===== src/rtl/seg_codes_pkg.sv =====
`default_nettype none
// ============================================================================
// Module   : seg_codes_pkg
// Purpose  : Shared 7-segment letter codes, ASCII constants and scan FSM states.
// Revision : 1.0 - initial release
// ============================================================================
package seg_codes_pkg;

    // Active-low patterns, bit 6..0 = g..a
    localparam logic [6:0] c_SEG_A     = 7'b0001000;
    localparam logic [6:0] c_SEG_B     = 7'b0000011;
    localparam logic [6:0] c_SEG_C     = 7'b1000110;
    localparam logic [6:0] c_SEG_D     = 7'b0100001;
    localparam logic [6:0] c_SEG_E     = 7'b0000110;
    localparam logic [6:0] c_SEG_F     = 7'b0001110;
    localparam logic [6:0] c_SEG_G     = 7'b1000010;
    localparam logic [6:0] c_SEG_H     = 7'b0001001;
    localparam logic [6:0] c_SEG_I     = 7'b1111001;
    localparam logic [6:0] c_SEG_K     = 7'b0001010;
    localparam logic [6:0] c_SEG_L     = 7'b1000111;
    localparam logic [6:0] c_SEG_N     = 7'b0101011;
    localparam logic [6:0] c_SEG_O     = 7'b1000000;
    localparam logic [6:0] c_SEG_P     = 7'b0001100;
    localparam logic [6:0] c_SEG_R     = 7'b0101111;
    localparam logic [6:0] c_SEG_S     = 7'b0010010;
    localparam logic [6:0] c_SEG_T     = 7'b0000111;
    localparam logic [6:0] c_SEG_U     = 7'b1000001;
    localparam logic [6:0] c_SEG_BLANK = 7'b1111111;

    localparam logic [7:0] c_ASCII_SPACE   = 8'h20;
    localparam logic [7:0] c_ASCII_UNKNOWN = 8'h3F;

    typedef enum logic [1:0] {
        ST_WAIT    = 2'd0,
        ST_SETTLE  = 2'd1,
        ST_CAPTURE = 2'd2,
        ST_HOLD    = 2'd3
    } scan_state_t;

    function automatic logic an_is_legal(input logic [3:0] an);
        return (an == 4'b1110) || (an == 4'b1101) ||
               (an == 4'b1011) || (an == 4'b0111);
    endfunction

    function automatic logic [1:0] an_to_digit(input logic [3:0] an);
        case (an)
            4'b1101: return 2'd1;
            4'b1011: return 2'd2;
            4'b0111: return 2'd3;
            default: return 2'd0;
        endcase
    endfunction

endpackage
`default_nettype wire


===== src/rtl/seg_scan_decoder_if.sv =====
`default_nettype none
// ============================================================================
// Module   : seg_scan_decoder_if
// Purpose  : Display bus observed by the decoder and the frames it publishes.
// Revision : 1.0 - initial release
// ============================================================================
interface seg_scan_decoder_if;
    logic [6:0]  seg;
    logic [3:0]  an;
    logic [31:0] char_out;
    logic        frame_valid;
    logic        frame_changed;
    logic        err;

    modport master (
        output seg, an,
        input  char_out, frame_valid, frame_changed, err
    );

    modport slave (
        input  seg, an,
        output char_out, frame_valid, frame_changed, err
    );
endinterface
`default_nettype wire


===== src/rtl/seg_char_decode.sv =====
`default_nettype none
// ============================================================================
// Module   : seg_char_decode
// Purpose  : Combinational active-low 7-segment pattern to ASCII decoder.
// Revision : 1.0 - initial release
// ============================================================================
module seg_char_decode
    import seg_codes_pkg::*;
(
    input  logic [6:0] seg,
    output logic [7:0] ascii,
    output logic       known
);

    // Z shares the S pattern on the encoder side, so it always reads back as S
    always_comb begin
        ascii = c_ASCII_UNKNOWN;
        known = 1'b1;
        case (seg)
            c_SEG_A:     ascii = "A";
            c_SEG_B:     ascii = "B";
            c_SEG_C:     ascii = "C";
            c_SEG_D:     ascii = "D";
            c_SEG_E:     ascii = "E";
            c_SEG_F:     ascii = "F";
            c_SEG_G:     ascii = "G";
            c_SEG_H:     ascii = "H";
            c_SEG_I:     ascii = "I";
            c_SEG_K:     ascii = "K";
            c_SEG_L:     ascii = "L";
            c_SEG_N:     ascii = "N";
            c_SEG_O:     ascii = "O";
            c_SEG_P:     ascii = "P";
            c_SEG_R:     ascii = "R";
            c_SEG_S:     ascii = "S";
            c_SEG_T:     ascii = "T";
            c_SEG_U:     ascii = "U";
            c_SEG_BLANK: ascii = c_ASCII_SPACE;
            default:     known = 1'b0;
        endcase
    end

endmodule
`default_nettype wire


===== src/rtl/seg_scan_decoder.sv =====
`default_nettype none
// ============================================================================
// Module   : seg_scan_decoder
// Purpose  : Samples a multiplexed 4-digit display bus, decodes each digit
//            and publishes frames that repeat for STABLE_FRAMES scans.
// Revision : 1.0 - initial release
// ============================================================================
module seg_scan_decoder
    import seg_codes_pkg::*;
#(
    parameter int SETTLE_CYCLES = 4,
    parameter int STABLE_FRAMES = 2
) (
    input  logic               clk,
    input  logic               rst,
    seg_scan_decoder_if.slave  bus
);

    localparam logic [7:0] c_SETTLE = 8'(SETTLE_CYCLES);
    localparam logic [3:0] c_STABLE = 4'(STABLE_FRAMES);

    scan_state_t     r_state;
    scan_state_t     w_state_next;
    logic [3:0]      r_an_prev;
    logic [6:0]      r_seg_prev;
    logic [7:0]      r_cnt;
    logic [7:0]      w_cnt_next;
    logic [7:0]      w_cnt_inc;
    logic [3:0]      r_cap_an;
    logic [3:0][7:0] r_cand;
    logic [3:0][7:0] r_prev_cand;
    logic [3:0][7:0] w_cand_next;
    logic [3:0]      r_mask;
    logic [3:0]      w_mask_next;
    logic [3:0]      r_agree;
    logic [3:0]      w_agree_inc;
    logic [3:0]      w_agree_next;
    logic [31:0]     r_char_out;
    logic            r_frame_valid;
    logic            r_frame_changed;
    logic            r_err;
    logic            w_stable;
    logic            w_an_legal;
    logic            w_wait_err;
    logic [1:0]      w_digit;
    logic [7:0]      w_ascii;
    logic            w_known;
    logic            w_frame_done;
    logic            w_publish;

    // The settled sample from the previous cycle is what gets captured
    seg_char_decode u_decode (
        .seg   (r_seg_prev),
        .ascii (w_ascii),
        .known (w_known)
    );

    assign w_stable   = (bus.an == r_an_prev) && (bus.seg == r_seg_prev);
    assign w_an_legal = an_is_legal(bus.an);
    assign w_cnt_inc  = (r_cnt < c_SETTLE) ? r_cnt + 8'd1 : r_cnt;
    assign w_digit    = an_to_digit(r_an_prev);

    always_comb begin
        w_state_next = r_state;
        w_cnt_next   = r_cnt;
        w_wait_err   = 1'b0;
        case (r_state)
            ST_WAIT: begin
                if (w_an_legal) begin
                    w_state_next = ST_SETTLE;
                    w_cnt_next   = 8'd0;
                end
            end
            ST_SETTLE: begin
                if (!w_an_legal) begin
                    w_state_next = ST_WAIT;
                    w_wait_err   = (bus.an != 4'hF);
                end else if (w_stable) begin
                    w_cnt_next = w_cnt_inc;
                    if (w_cnt_inc == c_SETTLE) begin
                        w_state_next = ST_CAPTURE;
                    end
                end else begin
                    w_cnt_next = 8'd0;
                end
            end
            ST_CAPTURE: begin
                w_state_next = ST_HOLD;
            end
            ST_HOLD: begin
                if (bus.an != r_cap_an) begin
                    if (w_an_legal) begin
                        w_state_next = ST_SETTLE;
                        w_cnt_next   = 8'd0;
                    end else begin
                        w_state_next = ST_WAIT;
                        w_wait_err   = (bus.an != 4'hF);
                    end
                end
            end
            default: begin
                w_state_next = ST_WAIT;
            end
        endcase
    end

    always_comb begin
        w_cand_next          = r_cand;
        w_cand_next[w_digit] = w_ascii;
        w_mask_next          = r_mask | (4'b0001 << w_digit);
        w_agree_inc          = (r_agree < c_STABLE) ? r_agree + 4'd1 : r_agree;
        w_agree_next         = (w_cand_next == r_prev_cand) ? w_agree_inc : 4'd1;
        w_frame_done         = (r_state == ST_CAPTURE) && (w_mask_next == 4'hF);
        w_publish            = w_frame_done && (w_agree_next == c_STABLE);
    end

    always_ff @(posedge clk) begin
        if (rst) begin
            r_state         <= ST_WAIT;
            r_an_prev       <= 4'hF;
            r_seg_prev      <= c_SEG_BLANK;
            r_cnt           <= 8'd0;
            r_cap_an        <= 4'hF;
            r_cand          <= {4{c_ASCII_SPACE}};
            r_prev_cand     <= {4{c_ASCII_SPACE}};
            r_mask          <= 4'd0;
            r_agree         <= 4'd0;
            r_char_out      <= {4{c_ASCII_SPACE}};
            r_frame_valid   <= 1'b0;
            r_frame_changed <= 1'b0;
            r_err           <= 1'b0;
        end else begin
            r_state         <= w_state_next;
            r_an_prev       <= bus.an;
            r_seg_prev      <= bus.seg;
            r_cnt           <= w_cnt_next;
            r_frame_valid   <= 1'b0;
            r_frame_changed <= 1'b0;
            r_err           <= w_wait_err;
            if (r_state == ST_CAPTURE) begin
                r_cap_an <= r_an_prev;
                r_cand   <= w_cand_next;
                r_mask   <= w_frame_done ? 4'd0 : w_mask_next;
                if (!w_known) begin
                    r_err <= 1'b1;
                end
                if (w_frame_done) begin
                    r_prev_cand <= w_cand_next;
                    r_agree     <= w_publish ? 4'd0 : w_agree_next;
                end
                if (w_publish) begin
                    r_char_out      <= w_cand_next;
                    r_frame_valid   <= 1'b1;
                    r_frame_changed <= (w_cand_next != r_char_out);
                end
            end
        end
    end

    assign bus.char_out      = r_char_out;
    assign bus.frame_valid   = r_frame_valid;
    assign bus.frame_changed = r_frame_changed;
    assign bus.err           = r_err;

endmodule
`default_nettype wire


===== src/flat_wrapper.sv =====
// flat-port wrapper written by rule: the top's interface ports become plain ports
module seg_scan_decoder_flat import seg_codes_pkg::*;
#(
    parameter int SETTLE_CYCLES = 4,
    parameter int STABLE_FRAMES = 2
)
  (clk, rst, bus_seg, bus_an, bus_char_out, bus_frame_valid, bus_frame_changed, bus_err);
  seg_scan_decoder_if bus_i ();
  input  logic clk;
  input  logic rst;
  input wire logic [$bits(bus_i.seg)-1:0] bus_seg;
  input wire logic [$bits(bus_i.an)-1:0] bus_an;
  output wire logic [$bits(bus_i.char_out)-1:0] bus_char_out;
  output wire logic [$bits(bus_i.frame_valid)-1:0] bus_frame_valid;
  output wire logic [$bits(bus_i.frame_changed)-1:0] bus_frame_changed;
  output wire logic [$bits(bus_i.err)-1:0] bus_err;
  assign bus_i.seg = bus_seg;
  assign bus_i.an = bus_an;
  assign bus_char_out = bus_i.char_out;
  assign bus_frame_valid = bus_i.frame_valid;
  assign bus_frame_changed = bus_i.frame_changed;
  assign bus_err = bus_i.err;
  seg_scan_decoder #(.SETTLE_CYCLES(SETTLE_CYCLES), .STABLE_FRAMES(STABLE_FRAMES)) u_core (.clk(clk), .rst(rst), .bus(bus_i));
endmodule

===== config.mk =====
export PLATFORM = sky130hd
export DESIGN_NAME = seg_scan_decoder_flat
export DESIGN_NICKNAME = d
export VERILOG_FILES = /design/src/rtl/seg_codes_pkg.sv /design/src/rtl/seg_scan_decoder_if.sv /design/src/rtl/seg_char_decode.sv /design/src/rtl/seg_scan_decoder.sv /design/src/flat_wrapper.sv
export SDC_FILE = /design/constraint.sdc
export NUM_CORES = 1
export LEC_CHECK = 0
export ABC_AREA = 1
export BUFFER_PORTS_ARGS = -buffer_cell sky130_fd_sc_hd__buf_2
export CAP_MARGIN = 20
export CORE_ASPECT_RATIO = 1.1
export CORE_MARGIN = 1.5
export CORE_UTILIZATION = 42
export CTS_CLUSTER_SIZE = 16
export DETAILED_ROUTE_END_ITERATION = 8
export GPL_TIMING_DRIVEN = 0
export HOLD_SLACK_MARGIN = 0.15
export MAX_ROUTING_LAYER = met4
export PLACE_DENSITY = 0.69
export REMOVE_ABC_BUFFERS = 1
export SLEW_MARGIN = 40
export SYNTH_ARGS = -nofsm -noshare
export SYNTH_HDL_FRONTEND = slang
export SYNTH_SLANG_ARGS = --single-unit

===== constraint.sdc =====
create_clock -name clk -period 2.6 [get_ports clk]
set_clock_uncertainty 0.05 [all_clocks]
set_input_delay 0.52 -clock clk [delete_from_list [all_inputs] [get_ports clk]]
set_output_delay 0.52 -clock clk [all_outputs]
set_load 0.02 [all_outputs]

==> flow_metrics.tcl, run 1 <==
set metrics [dict create \
    synthArstFlopShare 0 \
    hold_ws_ns 0.237 \
    p_seq_frac 0.386 \
    maxCapViolCount 0 \
    antenna_cells 0 \
    fmax_mhz 323 \
    fin_util 0.591 \
    syn-cell-area_mm2 0.00709 \
    grtUsageTotal 0.250 \
    rows 49 \
    yosysUniqueCellTypes 39 \
    routedWlPerCell_um 15.5 \
    leakage_nw 4.75 \
    critPathRequiredTime_ns 2.92 \
    layout_common_cells "nand2_1 (188), inv_1 (165), dfxtp_1 (125), nor2_1 (123), nand2_2 (75)" \
    routed_wl_um 22100 \
    outcome "finished, violations left" \
    path_clk_slew_ns 0.06 \
    die_x_um 127 \
    peakVddDrop_mv 0.446 \
    drtIter0Drc 557 \
    worst_slew_pin_slew_ns 0.564 \
    vias 7455 \
    yosys.area.top_type "dfxtp_1" \
    firstDrtPassIters 5 \
    hold_viol 0 \
    timing.slew.headroom 0.624 \
    synth-edff-count 0 \
    path_cells "nor2_4 > nand2_2 > nor2_1 > nor2_1 > nand2_2 > nor2_4 > buf_6 > nand3_4 > nand3_4 > nand2_2 > nand2_1 > nand2_1 > nor2_1 > nand2_1 > nor2_4 > nand2_4 > nor2_8 > buf_12 > nand3_4 > clkbuf_16 > nand2_2 > nand2_1 > nor2_1" \
    synthFlopType "dfxtp_1" \
    arrival_ns 3.41 \
    finalSetupViolations 38 \
    holdPathStages 3 \
    grt_overflow 0 \
    violations "setup timing" \
    gp_congestion 0.901 \
    fin_total_pwr_mw 5.32 \
    power.internal_mw 4.00 \
    nets 1221 \
    start_util 0.432 \
    synth-seq-cells 132 \
    period_minus_slack_ns 3.09 \
    cts_tree "built" \
    drc 0 \
    io_pins 48 \
    yosysWarnings 0 \
    pre_cts_ws_ns -1.26 \
    dieHeight_um 139 \
    max_stage_delay_ns 0.42 \
    rsz0062_at_grt "yes" \
    grt_max_degree 42 \
    grt_pass1_wl_um 34000 \
    coreArea_mm2 0.0164 \
    drive_gt1_frac 0.310 \
    route.antenna.remaining_nets 0 \
    end_kind "flip-flop" \
    final-instance-count-excl-fill 1422 \
    power_density_mw_per_mm2 548 \
    viasPerCell 5.24 \
    area_delta_synth_final_pct 37.0 \
    slowest_stage "dfxtp_4" \
    insertion_delay_ns 0.43 \
    numClockSinks 132 \
    syn_inst 1089 \
    clockRootBuffer "clkbuf_16" \
    path_delay_family "simple AND/OR/NAND/NOR gates" \
    rr_worst_depth 23 \
    dp_hpwl_um 12700 \
    cts_max_level 4 \
    grt_pass1_vias 6920 \
    cp_max_fo 7 \
    p_sw_frac 0.248 \
    synth_top_area_frac 0.373 \
    clock_path_buffers 2 \
    drv_slew 0 \
    worst-r2r-setup-slack_ns -0.49 \
    dieArea_mm2 0.0177 \
    port_buffers 47 \
    crit_cells 23 \
    critPathKind "reg -> reg" \
    antenna_found_initial 0 \
    numCtsBuffers 17 \
    setup_ws_ns -0.494 \
    start_kind "flip-flop" \
    syn_area_per_cell_um2 6.51 \
    hp-class "in -> reg" \
    cp_num_buf_inv 3 \
    ys_top_cells_by_area "dfxtp_1 (37%), nand2_1 (14%), inv_1 (9.1%)" \
    share_comb_of_total_power 0.109 \
    power.switching_mw 1.32 \
    finalCritPeriodShare 1.19 \
    synth_seq_area_share 0.373 \
    dp_cells 1312 \
    clkPwrFrac 0.505 \
    layout_commonest_cell "nand2_1" \
]
[final cells by class]
class,count,area (um^2)
Clock buffer,21,470
Clock inverter,10,178
Fill cell,1446,6720
Inverter,185,731
Multi-Input combinational cell,750,4400
Sequential cell,132,2670
Tap cell,204,255
Timing Repair Buffer,120,1020
[stage by stage]
step	area (um^2)	TNS (ns)
after floorplan	6950	-11.38
after global placement	7440	-100.78
after detailed placement	7470	-73.70
after CTS	9230	-7.33
after global routing	9720	-22.64
final	9720	-16.87
[cell usage after synthesis, types with 2 or more instances]
| master | instances |
|---|---|
| nor3_2 | 4 |
| nand3_4 | 2 |
| a21oi_1 | 39 |
| a22oi_1 | 4 |
| buf_2 | 5 |
| dfxtp_1 | 132 |
| o21ai_1 | 2 |
| nand2_1 | 271 |
| o22ai_1 | 41 |
| nor2_4 | 4 |
| xor2_1 | 20 |
| inv_1 | 171 |
| xnor2_1 | 9 |
| or2_2 | 12 |
| nor4_1 | 2 |
| nand2_2 | 9 |
| buf_6 | 4 |
| nor2_2 | 11 |
| clkinv_1 | 5 |
| nor3_1 | 9 |
| clkbuf_1 | 17 |
| nand3_2 | 12 |
| o21ai_0 | 46 |
| buf_1 | 3 |
| nor2_1 | 155 |
| nand3_1 | 64 |
| inv_2 | 9 |
| nand4_1 | 15 |
| ha_1 | 2 |
[path summary, 6_finish.rpt]
| check | end | start |
|---|---|---|
| setup reg to reg | u_core.bus.char_out[30]$_SDFFE_PP0P_ | u_core.r_seg_prev[3]$_SDFF_PP1_ |
| hold / removal | u_core.r_seg_prev[1]$_SDFF_PP1_ | bus_seg[1] |
| hold reg to reg | u_core.r_cnt[6]$_SDFFE_PP0P_ | u_core.r_cnt[6]$_SDFFE_PP0P_ |
| setup / recovery | u_core.bus.char_out[30]$_SDFFE_PP0P_ | u_core.r_seg_prev[3]$_SDFF_PP1_ |
[per-layer routing]
metal | track usage | routed length (um) | share of wire | up-vias
met5 | - | 0 | 0 | -
met4 | 0.130 | 1070 | 0.048 | 0
met3 | 0.0469 | 1190 | 0.054 | 86
met2 | 0.406 | 10600 | 0.48 | 279
met1 | 0.294 | 9210 | 0.42 | 3432
li1 | - | - | - | 3658
[worst min-delay path: stages]
cell and delay (ns):
buf_2 0.09, inv_1 0.04, nand2_1 0.04
[registers in the layout, indices dropped and copies added, names as in the netlist, named ones only]
register,cells
u_core.r_cap_an,4
u_core.r_seg_prev,7
u_core.r_prev_cand,32
u_core.r_cnt,8
u_core.r_agree,4
u_core.bus.char_out,32
u_core.r_mask,4
u_core.bus.frame_valid,1
u_core.bus.err,1
u_core.bus.frame_changed,1
u_core.r_cand,32
u_core.r_an_prev,4
u_core.r_state,1
[kinds of logic after synthesis]
kind of cell,share of synthesized area
buf+inv,0.118
fa+ha+maj,0.00353
flops,0.373
xor+xnor,0.0358
compound gates,0.107
simple gates,0.362
[power groups by stage]
stage | Sequential, mW | Combinational, mW | Clock (mW)
after floorplan | 2.10 | 0.279 | 0
after global placement | 2.10 | 0.395 | 0
after detailed placement | 2.10 | 0.403 | 0
after CTS | 2.06 | 0.510 | 2.70
after global routing | 2.06 | 0.623 | 2.80
final | 2.06 | 0.579 | 2.69
[timing repair]
| item | 4_1_cts | 5_1_grt |
|---|---|---|
| endpoints found under the setup margin | 84 | 83 |
| hold buffers | 0 | 0 |
| cloned | 8 | 1 |
| pin swaps | 30 | 49 |
| resized for setup | 148 | 95 |
| buffers inserted | 59 | 12 |
| hold endpoints to repair | 0 | 0 |
Power figures use the tool's default switching activity.
==> inputs of run 2 (changes only) <==
- CORE_UTILIZATION: 42 -> 52
- PLACE_DENSITY: 0.69 -> 0.81
- TNS_END_PERCENT: default -> 5
==> flow_metrics.tcl, run 2 (synthesis results as in run 1) <==
set metrics [dict create \
    rr_worst_depth 23 \
    worst_slew_pin_slew_ns 0.813 \
    drive_gt1_frac 0.254 \
    clockRootBuffer "clkbuf_16" \
    timing.slew.headroom 0.458 \
    rsz0062_at_grt "yes" \
    drc 0 \
    fmax_mhz 315 \
    grt_max_degree 42 \
    end_kind "flip-flop" \
    critPathRequiredTime_ns 2.91 \
    grt_pass1_wl_um 33000 \
    drv_slew 0 \
    cts_tree "built" \
    period_minus_slack_ns 3.17 \
    rows 44 \
    grtUsageTotal 0.300 \
    nets 1202 \
    hp-class "in -> reg" \
    outcome "finished, violations left" \
    arrival_ns 3.48 \
    min_from "bus_seg[1]" \
    cts_max_level 4 \
    die_x_um 114 \
    setup_ws_ns -0.574 \
    pre_cts_ws_ns -1.26 \
    dp_hpwl_um 12300 \
    dieHeight_um 125 \
    clock_path_buffers 2 \
    path_clk_slew_ns 0.06 \
    hold_ws_ns 0.241 \
    antenna_found_initial 0 \
    critPathKind "reg -> reg" \
    gp_congestion 0.882 \
    leakage_nw 4.67 \
    port_buffers 47 \
    io_pins 48 \
    viasPerCell 5.55 \
    peakVddDrop_mv 0.393 \
    final-instance-count-excl-fill 1384 \
    route.antenna.remaining_nets 0 \
    grt_pass1_vias 6891 \
    hold_viol 0 \
    maxCapViolCount 0 \
    multi_input_area_mm2 0.00417 \
    layout_common_cells "nand2_1 (226), inv_1 (167), nor2_1 (136), dfxtp_1 (125)" \
    cp_max_fo 8 \
    dp_cells 1292 \
    nFillCells 1011 \
    r2r_end "u_core.bus.char_out[19]$_SDFFE_PP0P_" \
    coreArea_mm2 0.0133 \
    finalSetupViolations 74 \
    regArea_mm2 0.00267 \
    start_util 0.535 \
    fin_util 0.701 \
    holdPathStages 3 \
    finalSetupTns_ns -25.97 \
    grt_overflow 0 \
    start_kind "flip-flop" \
    routedWlPerCell_um 16.0 \
    min_delay_worst_endpoint "u_core.r_seg_prev[1]$_SDFF_PP1_" \
    antenna_cells 0 \
    insertion_delay_ns 0.43 \
    violations "setup timing" \
    dieArea_mm2 0.0143 \
    area_delta_synth_final_pct 31.1 \
    power_density_mw_per_mm2 578 \
    routed_wl_um 22100 \
    firstDrtPassIters 6 \
    numCtsBuffers 17 \
    numClockSinks 132 \
    finalCritPeriodShare 1.22 \
    layout_commonest_cell "nand2_1" \
    worst-r2r-setup-slack_ns -0.57 \
    drtIter0Drc 823 \
    vias 7676 \
    r2r-start "u_core.r_seg_prev[1]$_SDFF_PP1_" \
]
## run 2: worst max-delay path: stages (launching register included)
cell     delay, ns
dfxtp_4       0.39
inv_4         0.06
nor2_4        0.18
nand2_2       0.08
nor2_2        0.12
nor2_1        0.06
nand2_2       0.13
nor2_4        0.07
buf_12        0.13
nand3_4       0.15
nand3_2       0.11
nand2_2       0.13
nand2_1       0.09
nand2_1       0.12
nand2_1       0.09
nor2_1        0.14
nand3_2       0.14
nor2_8        0.18
buf_6         0.15
nand3_4       0.10
buf_12        0.19
nand2_1       0.06
nand2_1       0.05
nor2_1        0.13
## run 2: metrics by stage
step,power (mW),cell area (um^2)
floorplan,2.37,6950
global placement,2.48,7410
detailed placement,2.49,7440
CTS,5.25,8760
global route,5.51,9300
finish,5.37,9300
## run 2: how the worst max path moves through the flow
| stage | from | endpoint | slack (ns) | cells after the start |
|---|---|---|---|---|
| global route | u_core.r_seg_prev[1]$_SDFF_PP1_ | u_core.bus.char_out[19]$_SDFFE_PP0P_ | -0.71 | 23 |
| floorplan | u_core.r_seg_prev[4]$_SDFF_PP1_ | u_core.bus.char_out[0]$_SDFFE_PP0P_ | -0.36 | 19 |
| finish | u_core.r_seg_prev[1]$_SDFF_PP1_ | u_core.bus.char_out[19]$_SDFFE_PP0P_ | -0.57 | 23 |
| CTS | u_core.r_seg_prev[2]$_SDFF_PP1_ | u_core.bus.char_out[4]$_SDFFE_PP0P_ | -0.32 | 23 |
| detailed placement | u_core.r_an_prev[3]$_SDFF_PP1_ | u_core.bus.char_out[2]$_SDFFE_PP0P_ | -1.26 | 15 |
| global placement | u_core.r_an_prev[3]$_SDFF_PP1_ | u_core.bus.char_out[8]$_SDFFE_PP0P_ | -1.19 | 15 |
## run 2: what timing repair did
| action | in CTS | in global routing |
|---|---|---|
| resized for setup | 78 | 81 |
| pin swaps | 21 | 46 |
| hold buffers | 0 | 0 |
| endpoints found under the setup margin | 84 | 84 |
| buffers inserted | 30 | 22 |
| cloned | 7 | 1 |
## run 2: metal layers
layer  GRT usage  part of all wire  up-vias
met5           -                 0        -
met1       0.349              0.38     3435
li1            -                 -     3645
met3      0.0553             0.084      127
met2       0.479              0.47      469
met4       0.182             0.063        0
## run 2: power breakdown
part           leakage [nW]  internal [mW]  total [mW]  switching [mW]
sequential             1.07           2.03        2.06          0.0220
clock                 0.339           1.85        2.75           0.903
combinational          3.26          0.192       0.564           0.372
## run 2: layout make-up
type,instances,area share
clock buffers,23,0.0546
repair buffers,102,0.0895
well taps,184,0.0248
flip-flops and latches,132,0.287
clock inverters,9,0.0183
multi-input cells,749,0.448
inverters,185,0.0780
